[config.mk]
export PLATFORM = sky130hd
export DESIGN_NAME = despread_integrator
export DESIGN_NICKNAME = d
export VERILOG_FILES = /design/src/rtl/corr_pkg.sv /design/src/rtl/despread_sat_acc.sv /design/src/rtl/despread_integrator.sv
export SDC_FILE = /design/constraint.sdc
export NUM_CORES = 1
export LEC_CHECK = 0
export BUFFER_PORTS_ARGS = -buffer_cell sky130_fd_sc_hd__buf_2
export CAP_MARGIN = 20
export CORE_MARGIN = 5
export CORE_UTILIZATION = 40
export CTS_BUF_LIST = sky130_fd_sc_hd__clkbuf_4 sky130_fd_sc_hd__clkbuf_8
export DETAILED_ROUTE_END_ITERATION = 16
export RECOVER_POWER = 50
export SLEW_MARGIN = 40
export SYNTH_ARGS = -nofsm -noshare
export SYNTH_HDL_FRONTEND = slang
export SYNTH_SLANG_ARGS = --single-unit
[constraint.sdc]
create_clock -name clk -period 6.45 [get_ports clk]
set_input_delay 1.29 -clock clk [delete_from_list [all_inputs] [get_ports clk]]
set_output_delay 1.29 -clock clk [all_outputs]
set_load 0.03 [all_outputs]
[src/rtl/corr_pkg.sv]
// Shared types and arithmetic helpers for the despread/correlate datapath.
// Latency: n/a (types and pure functions only).
// Backpressure: n/a.
package corr_pkg;

  typedef enum logic {
    IDLE = 1'b0,
    RUN  = 1'b1
  } state_t;

  // Local code chip value that leaves the sample un-negated.
  localparam logic CODE_POS = 1'b1;

  // Add two sign-extended values and clamp to the symmetric range
  // +/-(2^(width-1)-1). Callers keep the low bits they need. width <= 31.
  function automatic logic signed [31:0] sat_add(input logic signed [31:0] a,
                                                 input logic signed [31:0] b,
                                                 input int                 width);
    logic signed [32:0] s;
    logic signed [32:0] lim;
    s   = {a[31], a} + {b[31], b};
    lim = (33'sd1 <<< (width - 1)) - 33'sd1;
    if (s > lim) begin
      s = lim;
    end else if (s < -lim) begin
      s = -lim;
    end
    return s[31:0];
  endfunction

  // Magnitude of a signed value; inputs are never the most negative value here.
  function automatic logic [31:0] abs_val(input logic signed [31:0] v);
    return (v < 0) ? -v : v;
  endfunction

endpackage

[src/rtl/despread_sat_acc.sv]
// One channel: despread by local code, saturating accumulate, sticky saturation flag.
// Latency: acc_next/sat_next are combinational views of the sum including the current chip.
// Backpressure: none; en qualifies the chip, clear has priority over en.
module despread_sat_acc
  import corr_pkg::*;
#(
  parameter int IN_W  = 2,
  parameter int ACC_W = 16
) (
  input  logic                    clk,
  input  logic                    rst,
  input  logic                    clear,
  input  logic                    en,
  input  logic signed [IN_W-1:0]  sample,
  input  logic                    code,
  output logic signed [ACC_W-1:0] acc_next,
  output logic                    sat_next
);

  logic signed [ACC_W-1:0] acc;
  logic                    sat;
  logic signed [IN_W:0]    s_ext;
  logic signed [IN_W:0]    prod;
  logic signed [31:0]      sum_raw;
  logic signed [31:0]      sum_clamped;

  // Widen before negating so the most negative sample flips exactly.
  always_comb begin
    s_ext       = {sample[IN_W-1], sample};
    prod        = (code == CODE_POS) ? s_ext : -s_ext;
    sum_raw     = 32'(acc) + 32'(prod);
    sum_clamped = sat_add(32'(acc), 32'(prod), ACC_W);
    acc_next    = ACC_W'(sum_clamped);
    sat_next    = sat | (sum_clamped != sum_raw);
  end

  // Accumulator and sticky saturation; clear starts a fresh window.
  always_ff @(posedge clk) begin
    if (rst || clear) begin
      acc <= '0;
      sat <= 1'b0;
    end else if (en) begin
      acc <= acc_next;
      sat <= sat_next;
    end
  end

endmodule

[src/rtl/despread_integrator.sv]
// I/Q despreader with run-time integrate-and-dump window, |I|+|Q| and threshold detect.
// Latency: out_valid two cycles after the cycle presenting the window's last chip.
// Backpressure: none; every in_valid chip in RUN is consumed, windows dump back-to-back.
module despread_integrator
  import corr_pkg::*;
#(
  parameter int IN_W  = 2,
  parameter int ACC_W = 16,
  parameter int LEN_W = 10
) (
  input  logic                    clk,
  input  logic                    rst,
  input  logic                    start,
  input  logic [LEN_W-1:0]        int_len,
  input  logic [ACC_W-1:0]        threshold,
  input  logic                    in_valid,
  input  logic signed [IN_W-1:0]  I_in,
  input  logic signed [IN_W-1:0]  Q_in,
  input  logic                    local_code,
  output logic                    busy,
  output logic                    out_valid,
  output logic signed [ACC_W-1:0] I_acc,
  output logic signed [ACC_W-1:0] Q_acc,
  output logic [ACC_W:0]          mag,
  output logic                    over_thresh,
  output logic                    sat
);

  state_t                  state_q, state_d;
  logic [LEN_W-1:0]        len_q;
  logic [ACC_W-1:0]        thr_q;
  logic [LEN_W-1:0]        cnt_q;
  logic                    accept;
  logic                    last;
  logic                    clear;
  logic signed [ACC_W-1:0] i_next, q_next;
  logic                    i_sat_next, q_sat_next;

  logic                    s1_vld;
  logic signed [ACC_W-1:0] s1_i, s1_q;
  logic                    s1_sat;
  logic [ACC_W-1:0]        s1_thr;
  logic [ACC_W:0]          mag_c;

  // State register.
  always_ff @(posedge clk) begin
    if (rst) state_q <= IDLE;
    else     state_q <= state_d;
  end

  // Next state: start enters or restarts RUN; only reset leaves it.
  always_comb begin
    state_d = state_q;
    if (start) state_d = RUN;
  end

  // A start cycle discards its chip; the window ends on chip int_len-1.
  always_comb begin
    busy   = (state_q == RUN);
    accept = (state_q == RUN) && in_valid && !start;
    last   = accept && (cnt_q == (len_q - LEN_W'(1)));
    clear  = start || last;
  end

  // Window configuration captured on start; a zero length behaves as one chip.
  always_ff @(posedge clk) begin
    if (rst) begin
      len_q <= LEN_W'(1);
      thr_q <= '0;
    end else if (start) begin
      len_q <= (int_len == '0) ? LEN_W'(1) : int_len;
      thr_q <= threshold;
    end
  end

  // Chip counter within the current window.
  always_ff @(posedge clk) begin
    if (rst || clear) cnt_q <= '0;
    else if (accept)  cnt_q <= cnt_q + LEN_W'(1);
  end

  despread_sat_acc #(.IN_W(IN_W), .ACC_W(ACC_W)) u_acc_i (
    .clk      (clk),
    .rst      (rst),
    .clear    (clear),
    .en       (accept),
    .sample   (I_in),
    .code     (local_code),
    .acc_next (i_next),
    .sat_next (i_sat_next)
  );

  despread_sat_acc #(.IN_W(IN_W), .ACC_W(ACC_W)) u_acc_q (
    .clk      (clk),
    .rst      (rst),
    .clear    (clear),
    .en       (accept),
    .sample   (Q_in),
    .code     (local_code),
    .acc_next (q_next),
    .sat_next (q_sat_next)
  );

  // Stage 1: capture final sums including the last chip; threshold travels with them
  // so a restart arriving now does not alter this window's decision.
  always_ff @(posedge clk) begin
    if (rst) begin
      s1_vld <= 1'b0;
      s1_i   <= '0;
      s1_q   <= '0;
      s1_sat <= 1'b0;
      s1_thr <= '0;
    end else begin
      s1_vld <= last;
      if (last) begin
        s1_i   <= i_next;
        s1_q   <= q_next;
        s1_sat <= i_sat_next | q_sat_next;
        s1_thr <= thr_q;
      end
    end
  end

  // Symmetric clamp keeps each magnitude below 2^(ACC_W-1), so the sum fits ACC_W+1 bits.
  always_comb begin
    mag_c = (ACC_W+1)'(abs_val(32'(s1_i))) + (ACC_W+1)'(abs_val(32'(s1_q)));
  end

  // Stage 2: present results and pulse out_valid; values hold until the next dump.
  always_ff @(posedge clk) begin
    if (rst) begin
      out_valid   <= 1'b0;
      I_acc       <= '0;
      Q_acc       <= '0;
      mag         <= '0;
      over_thresh <= 1'b0;
      sat         <= 1'b0;
    end else begin
      out_valid <= s1_vld;
      if (s1_vld) begin
        I_acc       <= s1_i;
        Q_acc       <= s1_q;
        mag         <= mag_c;
        over_thresh <= (mag_c >= {1'b0, s1_thr});
        sat         <= s1_sat;
      end
    end
  end

endmodule

==> metrics <==
final wirelength=25500 um; register area share after synthesis=0.343; Mapped Area=10100 um^2; PnR worst setup slack=1490 ps; GR Util All Layers=0.179; crit path DAT=5220 ps; Final HPWL DP=19600 um; htree depth=4; max cap viols=2; post-CTS resize count=0; post-synthesis cell count=1205; routability congestion estimate=0.889; row count=58; most flop-heavy register=mag; Starting Density=0.404; clk buf depth=2; worst vdd ir=0.153 mV; failing checks=capacitance limit, slew limit; Worst Skew=19.0 ps; crit path capture type=flop; Clock transition at path regs=100 ps; CTS buffer count=17; Syn Nets=1315; worst hold path class=reg -> reg; Post-Place Cells=1574; initial antenna violation count=0; DRT Pass-1 Iters=5; Die ar.=28600 um^2; relative slew slack=-0.950; CTS Root Cell=clkbuf_8; total power=2.17 mW; core area=25000 um^2; Slew @ Worst Pin=2930 ps; first-pass GRT wire length=42100 um; pre-CTS WS=1450 ps; f_max=202 MHz; Syn Area/Cell=8.39 um^2; status=finished with violations; Die Y=169 um; ANT nets after route=0; GRT overflow=0; Vias/cell=5.33; Yosys warnings=0; share of cells above drive strength 1=0.0831; Setup TNS=0 ps; # setup viols final=0; Async S/R FF share, synth=0; Post-Layout Cell Count=1606; Port Buffer Count=87; Tmin final=4960 ps; n_diodes=0; die width=169 um; Routed WL per cell=15.9 um; Max Slew Vio Count=114; area grow syn2layout=10.3%; kind of critical path=reg -> reg; I/O Pins=88; number of flip-flops in the largest register=17; fin nets=1373; # DRC=0; startpoint class of the critical path=flop; #FFs+latches synth=173; postcts setup bufs=0; Primary FF master, synth=dfxtp_1; Leakage=4.48 nW; CTS sink count=173; CP Max Fanout=6; DR iter-0 viols=566; routed via count=8561; largest net degree at the start of global routing=70; CTS tree=yes; latest clock arrival within the worst-skew pair=480 ps; RSZ-0062 raised after global routing=false; vias in the first global route=8003; cell area power density=195 nW/um^2; EDFF count, synth=0; crit share post-route=0.769; final hold viol count=0; WP data required=6710 ps; Cell variety after synth=76; Post-CTS Hold Buffers=0
kinds of logic (layout without fill, tap and decap cells):
kind of cell	after synthesis	after routing	share of synthesized area
mux	80	80	0.0793
flops	173	173	0.343
fa+ha+maj	77	77	0.0970
compound gates	245	245	0.163
buf+inv	87	158	0.0334
xor+xnor	84	84	0.0728
simple gates	459	459	0.212
final cells by class:
class | count | area [um^2]
repair buffers | 94 | 423
inverters | 32 | 120
multi-input cells | 945 | 6320
well taps | 330 | 413
clock inverters | 15 | 175
fillers | 2582 | 13900
clock buffers | 17 | 234
flip-flops and latches | 173 | 3460
path summary, 6_finish.rpt:
kind / cells after the start / endpoint / slack (ps) / start
max: 21 / over_thresh$_SDFFE_PP0P_ / 1490 / s1_q[0]$_SDFFE_PP0P_
min: 2 / s1_thr[15]$_SDFFE_PP0P_ / 460 / s1_thr[15]$_SDFFE_PP0P_
max reg2reg: 21 / over_thresh$_SDFFE_PP0P_ / 1490 / s1_q[0]$_SDFFE_PP0P_
min reg2reg: 2 / s1_thr[15]$_SDFFE_PP0P_ / 460 / s1_thr[15]$_SDFFE_PP0P_
layout by cell type, fill, tap and decap left out, types with 14 or more instances in the layout:
cell type and instances:
a211oi_1 18, a21oi_1 75, buf_2 35, clkbuf_1 52, clkbuf_8 17, dfxtp_1 172
ha_1 72, inv_1 32, mux2i_1 79, nand2_1 101, nand2b_1 14, nand3_1 17
nor2_1 177, nor3_1 52, o21ai_0 42, or3_1 14, xnor2_1 46, xor2_1 38
critical path: stages, from the launching register on:
cell and delay, ps:
dfxtp_1 400, inv_1 80, ha_1 150, nand2_1 60
or3_1 320, or2_2 330, o21ai_0 210, xnor2_1 170
ha_1 310, a21oi_1 230, inv_1 70, or3_1 330
o211a_1 210, a21oi_1 160, xnor2_1 180, ha_1 290
a21o_1 160, a221o_1 340, a31oi_1 140, nor2_1 60
a2111oi_0 410, a211oi_1 130
metal layers:
metal / vias to the layer above / global-route usage / wire length, um / part of all wire
met5: - / 0 / 0 / 0
met4: 0 / 0.0392 / 235 / 0.0092
met3: 14 / 0.0250 / 898 / 0.035
met2: 149 / 0.288 / 11700 / 0.46
met1: 3991 / 0.256 / 12700 / 0.50
li1: 4407 / - / - / -
cell usage after synthesis (3+ instances only):
master | n | area share
or3_1 | 14 | 0.0087
a311oi_1 | 11 | 0.0095
o21ai_0 | 42 | 0.021
and4_1 | 4 | 0.0035
a32o_1 | 6 | 0.0059
nand4_1 | 13 | 0.0080
fa_1 | 3 | 0.0059
nor3_1 | 52 | 0.026
ha_1 | 72 | 0.089
o31ai_1 | 8 | 0.0059
nor2_1 | 178 | 0.066
nand3b_1 | 9 | 0.0067
a21o_1 | 11 | 0.0082
nand3_1 | 17 | 0.0084
o21ai_2 | 3 | 0.0026
a21oi_1 | 75 | 0.037
nand2b_1 | 14 | 0.0087
dfxtp_1 | 173 | 0.34
a211o_1 | 3 | 0.0026
inv_1 | 32 | 0.012
xor2_1 | 38 | 0.033
o21a_1 | 9 | 0.0067
buf_2 | 3 | 0.0015
xnor2_1 | 46 | 0.040
nand2_1 | 101 | 0.038
clkbuf_1 | 39 | 0.014
a31oi_1 | 7 | 0.0043
nor2b_1 | 6 | 0.0037
nor4_1 | 8 | 0.0050
o21bai_1 | 6 | 0.0045
a211oi_1 | 18 | 0.013
or2_2 | 10 | 0.0062
o21ai_1 | 5 | 0.0025
and2_1 | 6 | 0.0037
o211ai_1 | 4 | 0.0030
o41ai_1 | 3 | 0.0026
buf_1 | 11 | 0.0041
mux2i_1 | 79 | 0.078
or4_1 | 3 | 0.0022
and3_1 | 13 | 0.0080
metrics by stage:
step	hold WS, ps	util	area [um^2]
after CTS	458	0.448	11200
after global routing	478	0.445	11100
after detailed placement	445	0.432	10800
final	457	0.445	11100
after floorplan	432	-	10100
after global placement	440	0.432	10800
where the power goes:
group	switching [mW]	internal (mW)
logic	0.180	0.105
registers	0.0154	1.08
clock network	0.460	0.328
total	0.656	1.52
(Power assumes the default switching activity.)
